--- src/rtl/game_collision_ctrl_pkg.sv ---
// game_collision_ctrl_pkg: state encodings, default tuning values and width helper for the collision controller.
package game_collision_ctrl_pkg;
  typedef enum logic [1:0] {ST_IDLE = 2'd0, ST_START = 2'd1, ST_RUN = 2'd2, ST_OVER = 2'd3} state_t;
  localparam int OVERLAP_MIN_DEF  = 3;
  localparam int SCORE_DIV_DEF    = 4;
  localparam int RESET_FRAMES_DEF = 2;
  localparam int SCORE_W_DEF      = 32;
  function automatic int max2(input int a, input int b);
    return a > b ? a : b;
  endfunction
endpackage

--- src/rtl/game_collision_ctrl_if.sv ---
// game_collision_ctrl_if: obstacle pixel stream into the controller and stop/reset/score back to the generator.
interface game_collision_ctrl_if #(parameter int SCORE_W = 32);
  logic               pix_en;
  logic               frame_tick;
  logic               bean;
  logic               goose;
  logic               stop;
  logic               game_reset;
  logic [SCORE_W-1:0] score;
  modport master(output pix_en, frame_tick, bean, goose, input stop, game_reset, score);
  modport slave(input pix_en, frame_tick, bean, goose, output stop, game_reset, score);
endinterface

--- src/rtl/game_collision_ctrl_btn_press_sync.sv ---
// btn_press_sync: 2-FF synchroniser on |button with a rising-edge press pulse.
module btn_press_sync (
  input  logic       clk,
  input  logic       reset_n,
  input  logic [1:0] button,
  output logic       press
);
  logic s1_q, s2_q, prev_q;
  always_ff @(posedge clk or negedge reset_n) begin
    if (!reset_n) begin
      s1_q   <= 1'b0;
      s2_q   <= 1'b0;
      prev_q <= 1'b0;
    end else begin
      s1_q   <= |button;
      s2_q   <= s1_q;
      prev_q <= s2_q;
    end
  end
  assign press = s2_q & ~prev_q;
endmodule

--- src/rtl/game_collision_ctrl.sv ---
// game_collision_ctrl: game-state FSM, per-frame goose/bean overlap hit detection and score counter.
module game_collision_ctrl
  import game_collision_ctrl_pkg::*;
#(
  parameter int OVERLAP_MIN  = OVERLAP_MIN_DEF,
  parameter int SCORE_DIV    = SCORE_DIV_DEF,
  parameter int RESET_FRAMES = RESET_FRAMES_DEF,
  parameter int SCORE_W      = SCORE_W_DEF
) (
  input  logic                  clk,
  input  logic                  reset_n,
  input  logic [1:0]            button,
  output logic [1:0]            state,
  game_collision_ctrl_if.slave  bus
);
  localparam int OW = $clog2(OVERLAP_MIN + 1);
  localparam int FW = $clog2(max2(SCORE_DIV, RESET_FRAMES) + 1);
  state_t             st_q, st_d;
  logic               stop_q, stop_d, gr_q, gr_d;
  logic [OW-1:0]      ovl_q, ovl_d;
  logic [FW-1:0]      frm_q, frm_d;
  logic [SCORE_W-1:0] score_q, score_d;
  logic               press, hit, start_last, div_wrap;
  btn_press_sync u_btn (.clk(clk), .reset_n(reset_n), .button(button), .press(press));
  assign hit        = ovl_q >= OW'(OVERLAP_MIN);
  assign start_last = frm_q == FW'(RESET_FRAMES - 1);
  assign div_wrap   = frm_q == FW'(SCORE_DIV - 1);
  always_comb begin
    st_d    = st_q;
    frm_d   = frm_q;
    score_d = score_q;
    ovl_d   = (st_q != ST_RUN || bus.frame_tick) ? '0 :
              (bus.pix_en && bus.bean && bus.goose && !hit) ? ovl_q + OW'(1) : ovl_q;
    case (st_q)
      ST_IDLE, ST_OVER: if (press) begin
        st_d    = ST_START;
        frm_d   = '0;
        score_d = '0;
      end
      ST_START: if (bus.frame_tick) begin
        st_d  = start_last ? ST_RUN : ST_START;
        frm_d = start_last ? '0 : frm_q + FW'(1);
      end
      ST_RUN: if (bus.frame_tick) begin
        // a hit on the frame that would score takes priority over the increment
        st_d    = hit ? ST_OVER : ST_RUN;
        frm_d   = hit ? frm_q : div_wrap ? '0 : frm_q + FW'(1);
        score_d = (!hit && div_wrap && !(&score_q)) ? score_q + SCORE_W'(1) : score_q;
      end
    endcase
    stop_d = st_d == ST_IDLE || st_d == ST_OVER;
    gr_d   = st_d == ST_IDLE || st_d == ST_START;
  end
  always_ff @(posedge clk or negedge reset_n) begin
    if (!reset_n) begin
      st_q    <= ST_IDLE;
      stop_q  <= 1'b1;
      gr_q    <= 1'b1;
      ovl_q   <= '0;
      frm_q   <= '0;
      score_q <= '0;
    end else begin
      st_q    <= st_d;
      stop_q  <= stop_d;
      gr_q    <= gr_d;
      ovl_q   <= ovl_d;
      frm_q   <= frm_d;
      score_q <= score_d;
    end
  end
  assign state          = st_q;
  assign bus.stop       = stop_q;
  assign bus.game_reset = gr_q;
  assign bus.score      = score_q;
endmodule

--- src/flat_wrapper.sv ---
// flat-port wrapper written by rule: the top's interface ports become plain ports
module game_collision_ctrl_flat import game_collision_ctrl_pkg::*;
#(
  parameter int OVERLAP_MIN  = OVERLAP_MIN_DEF,
  parameter int SCORE_DIV    = SCORE_DIV_DEF,
  parameter int RESET_FRAMES = RESET_FRAMES_DEF,
  parameter int SCORE_W      = SCORE_W_DEF
)
  (clk, reset_n, button, state, bus_pix_en, bus_frame_tick, bus_bean, bus_goose, bus_stop, bus_game_reset, bus_score);
  game_collision_ctrl_if #(.SCORE_W(SCORE_W)) bus_i ();
  input  logic clk;
  input  logic reset_n;
  input  logic [1:0] button;
  output logic [1:0] state;
  input wire logic [$bits(bus_i.pix_en)-1:0] bus_pix_en;
  input wire logic [$bits(bus_i.frame_tick)-1:0] bus_frame_tick;
  input wire logic [$bits(bus_i.bean)-1:0] bus_bean;
  input wire logic [$bits(bus_i.goose)-1:0] bus_goose;
  output wire logic [$bits(bus_i.stop)-1:0] bus_stop;
  output wire logic [$bits(bus_i.game_reset)-1:0] bus_game_reset;
  output wire logic [$bits(bus_i.score)-1:0] bus_score;
  assign bus_i.pix_en = bus_pix_en;
  assign bus_i.frame_tick = bus_frame_tick;
  assign bus_i.bean = bus_bean;
  assign bus_i.goose = bus_goose;
  assign bus_stop = bus_i.stop;
  assign bus_game_reset = bus_i.game_reset;
  assign bus_score = bus_i.score;
  game_collision_ctrl #(.OVERLAP_MIN(OVERLAP_MIN), .SCORE_DIV(SCORE_DIV), .RESET_FRAMES(RESET_FRAMES), .SCORE_W(SCORE_W)) u_core (.clk(clk), .reset_n(reset_n), .button(button), .state(state), .bus(bus_i));
endmodule
--- config.mk ---
export PLATFORM = sky130hd
export DESIGN_NAME = game_collision_ctrl_flat
export DESIGN_NICKNAME = d
export VERILOG_FILES = /design/src/rtl/game_collision_ctrl_pkg.sv /design/src/rtl/game_collision_ctrl_if.sv /design/src/rtl/game_collision_ctrl_btn_press_sync.sv /design/src/rtl/game_collision_ctrl.sv /design/src/flat_wrapper.sv
export SDC_FILE = /design/constraint.sdc
export NUM_CORES = 1
export LEC_CHECK = 0
export BUFFER_PORTS_ARGS = -buffer_cell sky130_fd_sc_hd__buf_4
export CAP_MARGIN = 10
export CORE_UTILIZATION = 57
export CTS_CLUSTER_SIZE = 25
export DETAILED_ROUTE_END_ITERATION = 16
export GPL_ROUTABILITY_DRIVEN = 0
export PLACE_DENSITY = 0.8
export SYNTH_ARGS = -nofsm -noshare
export SYNTH_HDL_FRONTEND = slang
export SYNTH_SLANG_ARGS = --single-unit
--- constraint.sdc ---
create_clock -name clk -period 3.1 [get_ports clk]
set_clock_uncertainty 0.05 [all_clocks]
set_input_delay 0.93 -clock clk [delete_from_list [all_inputs] [get_ports clk]]
set_output_delay 0.93 -clock clk [all_outputs]
set_load 0.005 [all_outputs]
==> out/metrics.csv, run 1 <==
stage,metric,value,unit
status,status,"finished, final reports clean",
die,die area,5251,um2
setup_path,most common cell type on the critical path,o311ai_0,
setup_path,crit-path cells,"inv_1, ha_1, nor2_1, a211oi_2, nand3_1, o311ai_0, o311ai_0",
die,core area,4755,um2
pwr,Int Power,0.9932,mW
cells_and_area,share of cells above drive strength 1,21.27,%
setup_path,Setup CP Type,reg2reg,
pwr,Peak VDD IR,0.0004857,V
drt,post-route antenna net violation count,0,
drt,routed wire length,7123,um
setup_path,"delay-heaviest family, CP",compound AO/OA/AOI/OAI gates,
global_route,met3 usage,4.583,%
synthesis,Yosys reg bits,44,
global_route,initial antenna violation count,0,
drt,TritonRoute pass-1 iters,5,
pwr,Switch Pwr,0.6881,mW
cts,Max Buffers Root-to-Sink,2,
setup_path,buffers and inverters on the worst path,1,
cells_and_area,area of the multi-input gates,1599,um2
setup_path,worst r2r src,u_core.state[0],
cts,TritonCTS clock tree,done,
cells_and_area,FF+latch area,1104,um2
synthesis,syn_area_per_cell,8.817,um2
timing,RSZ-0062 raised after global routing,false,
global_route,gr ovfl total,0,
synthesis,cell area after synthesis,2830,um2
synthesis,"area leader, netlist",dfrtp_1,
pwr,Comb pwr share,41.5,%
pwr,P_leak,1.371,nW
cts,cts repair resizes,0,
timing,final critical-path required period,2.735,ns
pwr,power per cell area,512.1,nW/um2
synthesis,Most used DFF post-synth,dfrtp_1,
drt,vias per std cell,6.361,
timing,f_max,365.6,MHz
synthesis,Post-synth ARST share,100.0,%
placement,DP Wirelength,4887,um
cts,clock sinks,44,
global_route,most used routing layer in global routing,met2,
cts,# hold bufs at CTS,0,
die,die extent in x,72.47,um
synthesis,sequential area share after synthesis,38.99,%
synthesis,YS warnings,0,
cells_and_area,# diodes,0,
setup_path,crit start category,flip-flop,
cts,cell chosen for the clock root,clkbuf_8,
pwr,Sequential Power Share,37.8,%
setup_path,CP arrival,2.80,ns
global_route,grt met1 use,39.98,%
global_route,met2 usage,46.94,%
die,Die Y,72.47,um
timing,relative slew slack,41.88,%
global_route,global-route wire length before repair,11900,um
synthesis,Synth top area share,37.14,%
timing,fin. max-slew vios,0,
setup_path,Setup crit start,u_core.state[0],
cells_and_area,"Core Util, Final",69.05,%
synthesis,post-synth cell types,60,
pwr,Clk network pwr share,20.6,%
min_path,Hold Crit Start,u_core.u_btn.s1_q,
pwr,final total power,1.681,mW
drt,initial DRC count,272,
cts,CTS Buf Count,5,
timing,worst hold slack,0.3053,ns
die,initial core utilization,59.53,%
flow_run,Max Cap Viol,0,
drt,Residual DRC,0,
cells_and_area,area growth from synthesis to layout,16.00,%
placement,IO Port Bufs,43,
global_route,largest net degree at the start of global routing,45,
timing,slew of the pin with the lowest slew margin,0.8678,ns
cts,worst skew pair latency,0.30,ns
synthesis,post-synth net total,339,
synthesis,synth top area cells,"dfrtp_1 37%, nand2_1 4.8%, a21oi_1 4.6%",
cells_and_area,NumNets Final,379,
synthesis,number of synthesized flops with an enable pin,0,
global_route,GRT Total Usage,28.81,%
synthesis,synthesized instance count,321,
cts,htree depth,2,
timing,"Hold Vio Cnt, Final",0,
min_path,Hold Path Class,reg2reg,
die,Top-Level Pins,44,
pwr,sw frac,40.93,%
drt,DR WL/cell,16.60,um
cts,post-CTS setup buffers,0,
die,FP Rows,25,
cells_and_area,Layout fillers,387,
setup_path,CP max-delay cell,o311ai_0,
timing,Final setup viols,0,
drt,Vias,2729,
setup_path,Critical Path End Type,flip-flop,
global_route,vias in the first global route,2515,
timing,final setup TNS,0,ns
setup_path,max incr delay on CP,0.54,ns
cts,"CTS clk-pin slew, worst paths",0.07,ns
setup_path,crit-path max FO,12,
timing,Final Cycle Share,88.22,%
setup_path,WP data required,3.16,ns
-- flip-flops by register name, summed over array words and instances (netlist names) --
register / count
u_core.bus.game_reset: 1
u_core.bus.score: 32
u_core.bus.stop: 1
u_core.frm_q: 3
u_core.ovl_q: 2
u_core.state: 2
u_core.u_btn.prev_q: 1
u_core.u_btn.s1_q: 1
u_core.u_btn.s2_q: 1
-- cells in the final DEF (no fill, tap or decap), types with 4 or more instances in the layout --
cell      instances
dfrtp_1          42
nand4_1           8
a41o_1            4
and3_1            7
or4_1             5
nand2_1          36
or2_2             5
nor2_1           22
o21ai_0           7
ha_1             10
buf_4            50
o211ai_1          5
clkbuf_8          5
o311ai_0          6
or3_1             5
inv_1            11
a31oi_1          11
a21oi_1          26
nand2b_1          4
nor3_1           17
nand3_1          18
-- routing by layer --
metal  vias up  share of wire (%)
met2        95                 48
met1      1329                 45
li1       1296                  -
met5         -                  0
met3         9                5.5
met4         0                1.1
-- kinds of logic (layout without fill, tap and decap cells) --
logic type	after synthesis	after routing	share of synthesized area, %
mux	3	3	1.061
compound gates	87	87	21.66
simple gates	148	148	28.87
buf+inv	28	69	4.686
fa+ha+maj	10	10	4.421
flops	44	44	38.99
xor+xnor	1	1	0.3095
-- cell type report --
type | instances | area share, %
timing repair buffer | 50 | 11.43
tap | 67 | 2.553
sequential | 44 | 33.61
multi-input combinational | 249 | 48.70
inverter | 11 | 1.258
clock buffer | 8 | 2.439
-- cells in the mapped netlist (3+ instances only) --
library cell and count:
dfrtp_1 42, nand2_1 36, a21oi_1 26, nor2_1 22, nand3_1 18, nor3_1 17
a31oi_1 11, inv_1 11, clkbuf_1 10, ha_1 10, nand4_1 8, and3_1 7
o21ai_0 7, o311ai_0 6, o211ai_1 5, or2_2 5, or3_1 5, or4_1 5
a211oi_1 4, a41o_1 4, nand2b_1 4, a21o_1 3, a221o_1 3, a31o_2 3
buf_6 3, mux2i_1 3, nor4_1 3
-- power groups by stage --
| stage | Combinational (mW) | Clock (mW) | Sequential [mW] |
|---|---|---|---|
| after global routing | 0.769 | 0.374 | 0.642 |
| after global placement | 0.660 | 0 | 0.645 |
| after floorplan | 0.491 | 0 | 0.647 |
| after detailed placement | 0.682 | 0 | 0.648 |
| after CTS | 0.683 | 0.354 | 0.636 |
| final | 0.698 | 0.347 | 0.636 |
-- per-stage QoR --
step / instance area [um2] / setup slack [ns] / std cells
floorplan: 2830 / 0.7199 / 321
global placement: 3203 / 0.5672 / 421
detailed placement: 3203 / 0.5059 / 421
CTS: 3283 / 0.4930 / 429
global route: 3283 / 0.1573 / 429
finish: 3283 / 0.3651 / 429
-- worst paths after layout --
check	endpoint	slack (ns)	cells after the start
worst min-delay path	u_core.u_btn.s2_q	0.31	0
max in group asynchronous	u_core.bus.score[24]	2.04	1
worst max-delay path	u_core.bus.score[19]	0.37	7
min in group asynchronous	u_core.ovl_q[0]	0.57	1
worst min register to register	u_core.u_btn.s2_q	0.31	0
worst max register to register	u_core.bus.score[19]	0.37	7
No activity file was read; power rests on OpenSTA's default activity.
==> inputs of run 2 (changes only) <==
--- a/config.mk
+++ b/config.mk
@@ -5,13 +5,14 @@
 export SDC_FILE = /design/constraint.sdc
 export NUM_CORES = 1
 export LEC_CHECK = 0
+export ABC_AREA = 1
 export BUFFER_PORTS_ARGS = -buffer_cell sky130_fd_sc_hd__buf_4
 export CAP_MARGIN = 10
-export CORE_UTILIZATION = 57
+export CORE_UTILIZATION = 58
 export CTS_CLUSTER_SIZE = 25
 export DETAILED_ROUTE_END_ITERATION = 16
 export GPL_ROUTABILITY_DRIVEN = 0
-export PLACE_DENSITY = 0.8
+export PLACE_DENSITY = 0.81
 export SYNTH_ARGS = -nofsm -noshare
 export SYNTH_HDL_FRONTEND = slang
 export SYNTH_SLANG_ARGS = --single-unit
==> out/metrics.csv, run 2 <==
stage,metric,value,unit,change
cts,cell chosen for the clock root,clkbuf_8,,unchanged
drt,Residual DRC,0,,unchanged
synthesis,synth top area cells,"dfrtp_1 34%, nand2_1 21%, nor2_1 7.9%",,"was dfrtp_1 37%, nand2_1 4.8%, a21oi_1 4.6%"
timing,final worst slack,0.7642,ns,was 0.3651 ns
cts,TritonCTS clock tree,done,,unchanged
synthesis,"area leader, netlist",dfrtp_1,,unchanged
synthesis,YS warnings,0,,unchanged
global_route,initial antenna violation count,0,,unchanged
cells_and_area,NumNets Final,508,,was 379
pwr,Int Power,1.088,mW,was 0.9932 mW
timing,final critical-path required period,2.336,ns,was 2.735 ns
cts,cts repair resizes,0,,unchanged
min_path,Hold Path Class,reg2reg,,unchanged
synthesis,post-synth net total,463,,was 339
pwr,power per cell area,517.6,nW/um2,was 512.1 nW/um2
die,Top-Level Pins,44,,unchanged
cells_and_area,most frequent cells in the layout,"168 x nand2_1, 65 x nor2_1, 45 x inv_1",,"was 50 x buf_4, 42 x dfrtp_1, 36 x nand2_1"
cts,post-CTS setup buffers,0,,unchanged
die,die area,5594,um2,was 5251 um2
drt,TritonRoute pass-1 iters,4,,was 5
drt,Top Metal Used,met4,,unchanged
timing,f_max,428.1,MHz,was 365.6 MHz
setup_path,FF-to-FF End,u_core.bus.game_reset,,was u_core.bus.score[19]
cts,htree depth,2,,unchanged
timing,Final setup viols,0,,unchanged
die,Die Y,74.79,um,was 72.47 um
cts,"CTS clk-pin slew, worst paths",0.08,ns,was 0.07 ns
min_path,WHS Path Cells,0,,unchanged
synthesis,Synth top area share,34.20,%,was 37.14%
cells_and_area,number of flip-flops in the largest register,32,,unchanged
pwr,Sequential Power Share,35.6,%,was 37.8%
setup_path,crit path to,u_core.bus.game_reset,,was u_core.bus.score[19]
flow_run,Max Cap Viol,0,,unchanged
global_route,GRT Total Usage,27.38,%,was 28.81%
global_route,gr ovfl total,0,,unchanged
setup_path,crit start category,flip-flop,,unchanged
setup_path,worst r2r src,u_core.state[0],,unchanged
placement,DP Wirelength,5058,um,was 4887 um
cts,clock sinks,44,,unchanged
timing,Final Cycle Share,75.35,%,was 88.22%
synthesis,Post-synth ARST share,100.0,%,unchanged
setup_path,Setup crit start,u_core.state[0],,unchanged
drt,Vias,2840,,was 2729
placement,IO Port Bufs,43,,unchanged
pwr,sw frac,40.33,%,was 40.93%
drt,initial DRC count,205,,was 272
die,FP Rows,26,,was 25
cells_and_area,share of cells above drive strength 1,18.53,%,was 21.27%
setup_path,Reg2Reg Setup Slack,0.76,ns,was 0.37 ns
drt,post-route antenna net violation count,0,,unchanged
timing,RSZ-0062 raised after global routing,false,,unchanged
setup_path,Critical Path End Type,flip-flop,,unchanged
pwr,Comb pwr share,40.6,%,was 41.5%
pwr,P_leak,1.758,nW,was 1.371 nW
cts,# hold bufs at CTS,0,,unchanged
synthesis,Most used DFF post-synth,dfrtp_1,,unchanged
synthesis,sequential area share after synthesis,35.91,%,was 38.99%
synthesis,number of synthesized flops with an enable pin,0,,unchanged
setup_path,crit-path max FO,6,,was 12
global_route,global-route wire length before repair,11840,um,was 11900 um
die,die extent in x,74.79,um,was 72.47 um
cts,CTS Buf Count,5,,unchanged
cells_and_area,area growth from synthesis to layout,14.70,%,was 16.00%
timing,"Hold Vio Cnt, Final",0,,unchanged
placement,"worst slack, placed",0.7410,ns,was 0.5059 ns
status,status,"finished, final reports clean",,unchanged
setup_path,WP data required,3.27,ns,was 3.16 ns
drt,met1 wire length,3227,um,was 3206 um
timing,fin. max-slew vios,0,,unchanged
timing,final setup TNS,0,ns,unchanged
global_route,largest net degree at the start of global routing,45,,unchanged
synthesis,synthesized instance count,445,,was 321
timing,relative slew slack,64.19,%,was 41.88%
pwr,Clk network pwr share,23.8,%,was 20.6%
synthesis,syn_area_per_cell,6.905,um2,was 8.817 um2
cells_and_area,# diodes,0,,unchanged
synthesis,cell area after synthesis,3073,um2,was 2830 um2
synthesis,Commonest cells post-synth,"168 x nand2_1, 65 x nor2_1, 45 x inv_1",,"was 42 x dfrtp_1, 36 x nand2_1, 26 x a21oi_1"
pwr,Peak VDD IR,0.0005723,V,was 0.0004857 V
drt,routed wl met2,3173,um,was 3442 um
setup_path,Setup CP Type,reg2reg,,unchanged
drt,routed length on met3,309,um,was 392 um
drt,DR WL/cell,12.11,um,was 16.60 um
setup_path,Reg2Reg Depth,11,,was 7
synthesis,Yosys reg bits,44,,unchanged
die,core area,5107,um2,was 4755 um2
drt,vias per std cell,5.062,,was 6.361
die,initial core utilization,60.17,%,was 59.53%
cts,worst skew pair latency,0.30,ns,about the same
timing,worst hold slack,0.3105,ns,was 0.3053 ns
drt,routed wire length,6796,um,was 7123 um
cts,Max Buffers Root-to-Sink,2,,unchanged
global_route,vias in the first global route,2748,,was 2515
synthesis,post-synth cell types,36,,was 60
synthesis,"count leader, synth",nand2_1,,was dfrtp_1
pwr,Switch Pwr,0.7357,mW,was 0.6881 mW
setup_path,CP arrival,2.51,ns,was 2.80 ns
cells_and_area,"most common cell after layout, fill and taps aside",nand2_1,,was buf_4
cells_and_area,"Core Util, Final",69.01,%,was 69.05%
timing,slew of the pin with the lowest slew margin,0.5372,ns,was 0.8678 ns
==> run 2: cell count changes in the layout (fill, tap and decap cells not counted), sizes merged, moves of 8 or more <==
cell	previous run	this run
a21oi	26	3
a31oi	11	1
inv	11	47
nand2	36	196
nand3	18	26
nor2	22	69
nor3	18	2
xor2	1	9
==> run 2: layout make-up <==
type	instances	area [um2]
Timing Repair Buffer	44	330.3
Clock buffer	5	68.82
Sequential cell	44	1104
Tap cell	70	87.58
Multi-Input combinational cell	347	1712
Fill cell	450	1583
Inverter	48	180.2
Clock inverter	3	42.54
==> run 2: critical path: stages, from the launching register on <==
cell,delay [ns]
dfrtp_1,0.41
inv_1,0.06
ha_1,0.37
inv_1,0.09
a21oi_1,0.27
inv_1,0.11
o21ai_0,0.09
inv_1,0.05
o22ai_1,0.20
inv_1,0.09
ha_1,0.18
or2_2,0.28
==> run 2: per-stage QoR <==
step / area, um2 / power [mW] / instances
6_report: 3525 / 1.824 / 561
5_1_grt: 3525 / 1.963 / 561
4_1_cts: 3525 / 1.842 / 561
3_5_place_dp: 3413 / 1.411 / 553
3_3_place_gp: 3413 / 1.395 / 553
2_1_floorplan: 3073 / 1.383 / 445
==> run 2: kinds of logic (layout without fill, tap and decap cells) <==
kind of cell,Yosys count,after routing,share of synthesized area [%]
compound gates,17,17,3.217
flops,44,44,35.91
buf+inv,54,100,8.387
xor+xnor,14,14,3.990
simple gates,306,306,44.42
fa+ha+maj,10,10,4.072
==> run 2: worst min-delay path by stage <==
stage,startpoint,endpoint,slack [ns]
global route,u_core.u_btn.s1_q,u_core.u_btn.s2_q,0.31
finish,u_core.u_btn.s1_q,u_core.u_btn.s2_q,0.31
CTS,u_core.u_btn.s1_q,u_core.u_btn.s2_q,0.31
floorplan,u_core.u_btn.s1_q,u_core.u_btn.s2_q,0.28
global placement,u_core.u_btn.s1_q,u_core.u_btn.s2_q,0.28
detailed placement,u_core.u_btn.s1_q,u_core.u_btn.s2_q,0.29
==> run 2: power by group through the flow <==
stage	sequential (mW)	combinational, mW	clock, mW
2_1_floorplan	0.659	0.724	0
4_1_cts	0.649	0.751	0.442
5_1_grt	0.654	0.836	0.473
6_report	0.649	0.741	0.435
3_3_place_gp	0.660	0.734	0
3_5_place_dp	0.660	0.751	0
==> run 2: routing by layer <==
metal	global-route usage [%]	up-vias
li1	-	1456
met1	35.59	1295
met2	46.55	79
met3	5.489	10
met4	7.338	0
met5	0	-
==> inputs of run 3 (changes only) <==
--- a/config.mk
+++ b/config.mk
@@ -8,11 +8,11 @@
 export ABC_AREA = 1
 export BUFFER_PORTS_ARGS = -buffer_cell sky130_fd_sc_hd__buf_4
 export CAP_MARGIN = 10
-export CORE_UTILIZATION = 58
+export CORE_UTILIZATION = 52
 export CTS_CLUSTER_SIZE = 25
 export DETAILED_ROUTE_END_ITERATION = 16
 export GPL_ROUTABILITY_DRIVEN = 0
-export PLACE_DENSITY = 0.81
+export PLACE_DENSITY = 0.76
 export SYNTH_ARGS = -nofsm -noshare
 export SYNTH_HDL_FRONTEND = slang
 export SYNTH_SLANG_ARGS = --single-unit
==> constraint.sdc (replaced) <==
create_clock -name clk -period 2 [get_ports clk]
set_clock_uncertainty 0.05 [all_clocks]
set_input_delay 0.6 -clock clk [delete_from_list [all_inputs] [get_ports clk]]
set_output_delay 0.6 -clock clk [all_outputs]
set_load 0.005 [all_outputs]
==> out/metrics.csv, run 3 (synthesized netlist as in run 2, its figures left out) <==
stage,metric,value,unit,change
status,status,"finished, final reports clean",,unchanged
placement,IO Port Bufs,43,,unchanged
global_route,GRT Total Usage,26.95,%,was 27.38%
pwr,P_leak,1.923,nW,was 1.758 nW
cts,CTS Buf Count,5,,unchanged
timing,final critical-path required period,1.961,ns,was 2.336 ns
timing,"Hold Vio Cnt, Final",0,,unchanged
cells_and_area,number of flip-flops in the largest register,32,,unchanged
flow_run,Max Cap Viol,0,,unchanged
setup_path,CP max-delay cell,dfrtp_1,,unchanged
setup_path,crit start category,flip-flop,,unchanged
placement,DP Wirelength,5562,um,was 5058 um
die,core area,5608,um2,was 5107 um2
cts,cell chosen for the clock root,clkbuf_8,,unchanged
pwr,Switch Pwr,1.339,mW,was 0.7357 mW
setup_path,Setup CP Type,reg2reg,,unchanged
setup_path,crit-path max FO,5,,was 6
cells_and_area,"most common cell after layout, fill and taps aside",nand2_1,,unchanged
pwr,Int Power,1.903,mW,was 1.088 mW
cells_and_area,area growth from synthesis to layout,23.86,%,was 14.70%
min_path,Hold Path Class,in2async,,was reg2reg
die,die extent in x,78.88,um,was 74.79 um
die,initial core utilization,54.80,%,was 60.17%
drt,Vias,2996,,was 2840
drt,Residual DRC,0,,unchanged
drt,TritonRoute pass-1 iters,4,,unchanged
cells_and_area,NumNets Final,538,,was 508
die,FP Rows,27,,was 26
timing,fin. max-slew vios,0,,unchanged
pwr,Comb pwr share,47.2,%,was 40.6%
pwr,sw frac,41.31,%,was 40.33%
setup_path,WP data required,2.19,ns,was 3.27 ns
cells_and_area,# diodes,0,,unchanged
pwr,final total power,3.242,mW,was 1.824 mW
timing,final setup TNS,0,ns,unchanged
drt,vias per std cell,5.052,,was 5.062
cts,htree depth,2,,unchanged
timing,Final setup viols,0,,unchanged
timing,f_max,510.1,MHz,was 428.1 MHz
pwr,power per cell area,851.8,nW/um2,was 517.6 nW/um2
cts,TritonCTS clock tree,done,,unchanged
cells_and_area,most frequent cells in the layout,"168 x nand2_1, 74 x buf_4, 64 x nor2_1",,"was 168 x nand2_1, 65 x nor2_1, 45 x inv_1"
cts,Max Buffers Root-to-Sink,2,,unchanged
setup_path,Reg2Reg Depth,10,,was 11
timing,RSZ-0062 raised after global routing,true,,was false
die,Top-Level Pins,44,,unchanged
drt,post-route antenna net violation count,0,,unchanged
setup_path,crit-path cells,"ha_4, inv_4, a21oi_4, inv_2, o21ai_1, inv_1, o22ai_2, inv_2, ha_1, or2_2",,"was inv_1, ha_1, inv_1, a21oi_1, inv_1, o21ai_0, inv_1, o22ai_1, inv_1, ha_1, or2_2"
die,die area,6221,um2,was 5594 um2
cts,# hold bufs at CTS,0,,unchanged
global_route,gr ovfl total,0,,unchanged
setup_path,most common cell type on the critical path,inv_2,,was inv_1
global_route,initial antenna violation count,0,,unchanged
setup_path,CP arrival,2.15,ns,was 2.51 ns
cts,"CTS clk-pin slew, worst paths",0.09,ns,was 0.08 ns
timing,relative slew slack,60.72,%,was 64.19%
global_route,global-route wire length before repair,13200,um,was 11840 um
pwr,Clk network pwr share,21.8,%,was 23.8%
global_route,largest net degree at the start of global routing,45,,unchanged
setup_path,max incr delay on CP,0.43,ns,was 0.41 ns
pwr,Peak VDD IR,0.001094,V,was 0.0005723 V
drt,routed wire length,7600,um,was 6796 um
drt,initial DRC count,158,,was 205
die,Die Y,78.88,um,was 74.79 um
timing,slew of the pin with the lowest slew margin,0.5893,ns,was 0.5372 ns
cells_and_area,share of cells above drive strength 1,24.95,%,was 18.53%
setup_path,Critical Path End Type,flip-flop,,unchanged
cells_and_area,Layout fillers,502,,was 450
pwr,Sequential Power Share,31.0,%,was 35.6%
cts,clock sinks,44,,unchanged
timing,Final Cycle Share,98.03,%,was 75.35%
global_route,vias in the first global route,2923,,was 2748
drt,DR WL/cell,12.82,um,was 12.11 um
cts,worst skew pair latency,0.30,ns,about the same
-- run 3: cell count changes in the layout (fill, tap and decap cells not counted), moves of 2 or more --
| cell | change |
|---|---|
| buf_4 | +30 |
| inv_1 | -3 |
| a21oi_4 | +2 |
| ha_1 | -2 |
| inv_4 | +2 |
| o22ai_1 | -2 |
| o22ai_2 | +2 |
-- run 3: final timing paths --
| kind | from | to | slack [ns] |
|---|---|---|---|
| setup / recovery | u_core.state[1] | u_core.bus.game_reset | 0.04 |
| hold / removal | reset_n | u_core.bus.score[3] | 0.22 |
| setup reg to reg | u_core.state[1] | u_core.bus.game_reset | 0.04 |
| hold reg to reg | u_core.u_btn.s1_q | u_core.u_btn.s2_q | 0.31 |
| max in group asynchronous | reset_n | u_core.bus.score[7] | 1.25 |
| min in group clk | u_core.u_btn.s1_q | u_core.u_btn.s2_q | 0.31 |
-- run 3: worst max-delay path, delay by kind of cell (launching register included) --
kind	cells	cell delay, ns
adder cells (fa/ha/maj)	2	0.50
flip-flops	1	0.43
AO/OA/AOI/OAI	3	0.41
AND/OR/NAND/NOR	1	0.26
buffers and inverters	4	0.23
-- run 3: metal layers --
layer,GRT usage (%),part of all wire (%),vias to the layer above
li1,-,-,1523
met2,44.87,48,79
met1,36.51,45,1379
met5,0,0,-
met3,3.563,5.1,15
met4,8.182,1.7,0
-- run 3: area by class of cell --
| class | instances | area, um2 | share of cell area [%] |
|---|---|---|---|
| flip-flops and latches | 44 | 1104 | 28.99 |
| multi-input cells | 347 | 1760 | 46.25 |
| clock buffers | 5 | 68.82 | 1.808 |
| well taps | 72 | 90.09 | 2.367 |
| inverters | 48 | 185.2 | 4.865 |
| repair buffers | 74 | 555.5 | 14.60 |
| clock inverters | 3 | 42.54 | 1.118 |
-- run 3: through the flow --
stage                     setup slack [ns]  util (%)  hold slack (ns)  instance area (um2)  cells
after floorplan                    0.02060         -           0.2544                 3089    445
after global placement             0.08665     64.55           0.2837                 3620    580
after detailed placement          -0.01074     64.55           0.3003                 3620    580
after CTS                          0.02615     66.78           0.2608                 3745    589
after global routing              -0.07679     67.87           0.2811                 3806    593
final                              0.03949     67.87           0.2225                 3806    593
-- run 3: timing repair --
item                       in CTS  in global routing
pin swaps                       0                  2
setup endpoints to repair       1                 26
setup buffers                   1                  4
resized for setup               1                 12
gates cloned                    0                  0
-- run 3: power groups by stage --
stage               combinational (mW)  clock [mW]  sequential (mW)
floorplan                         1.15           0             1.03
global placement                  1.28           0             1.02
detailed placement                1.31           0             1.02
CTS                               1.35       0.712             1.00
global route                      1.69       0.744             1.01
finish                            1.53       0.706             1.01
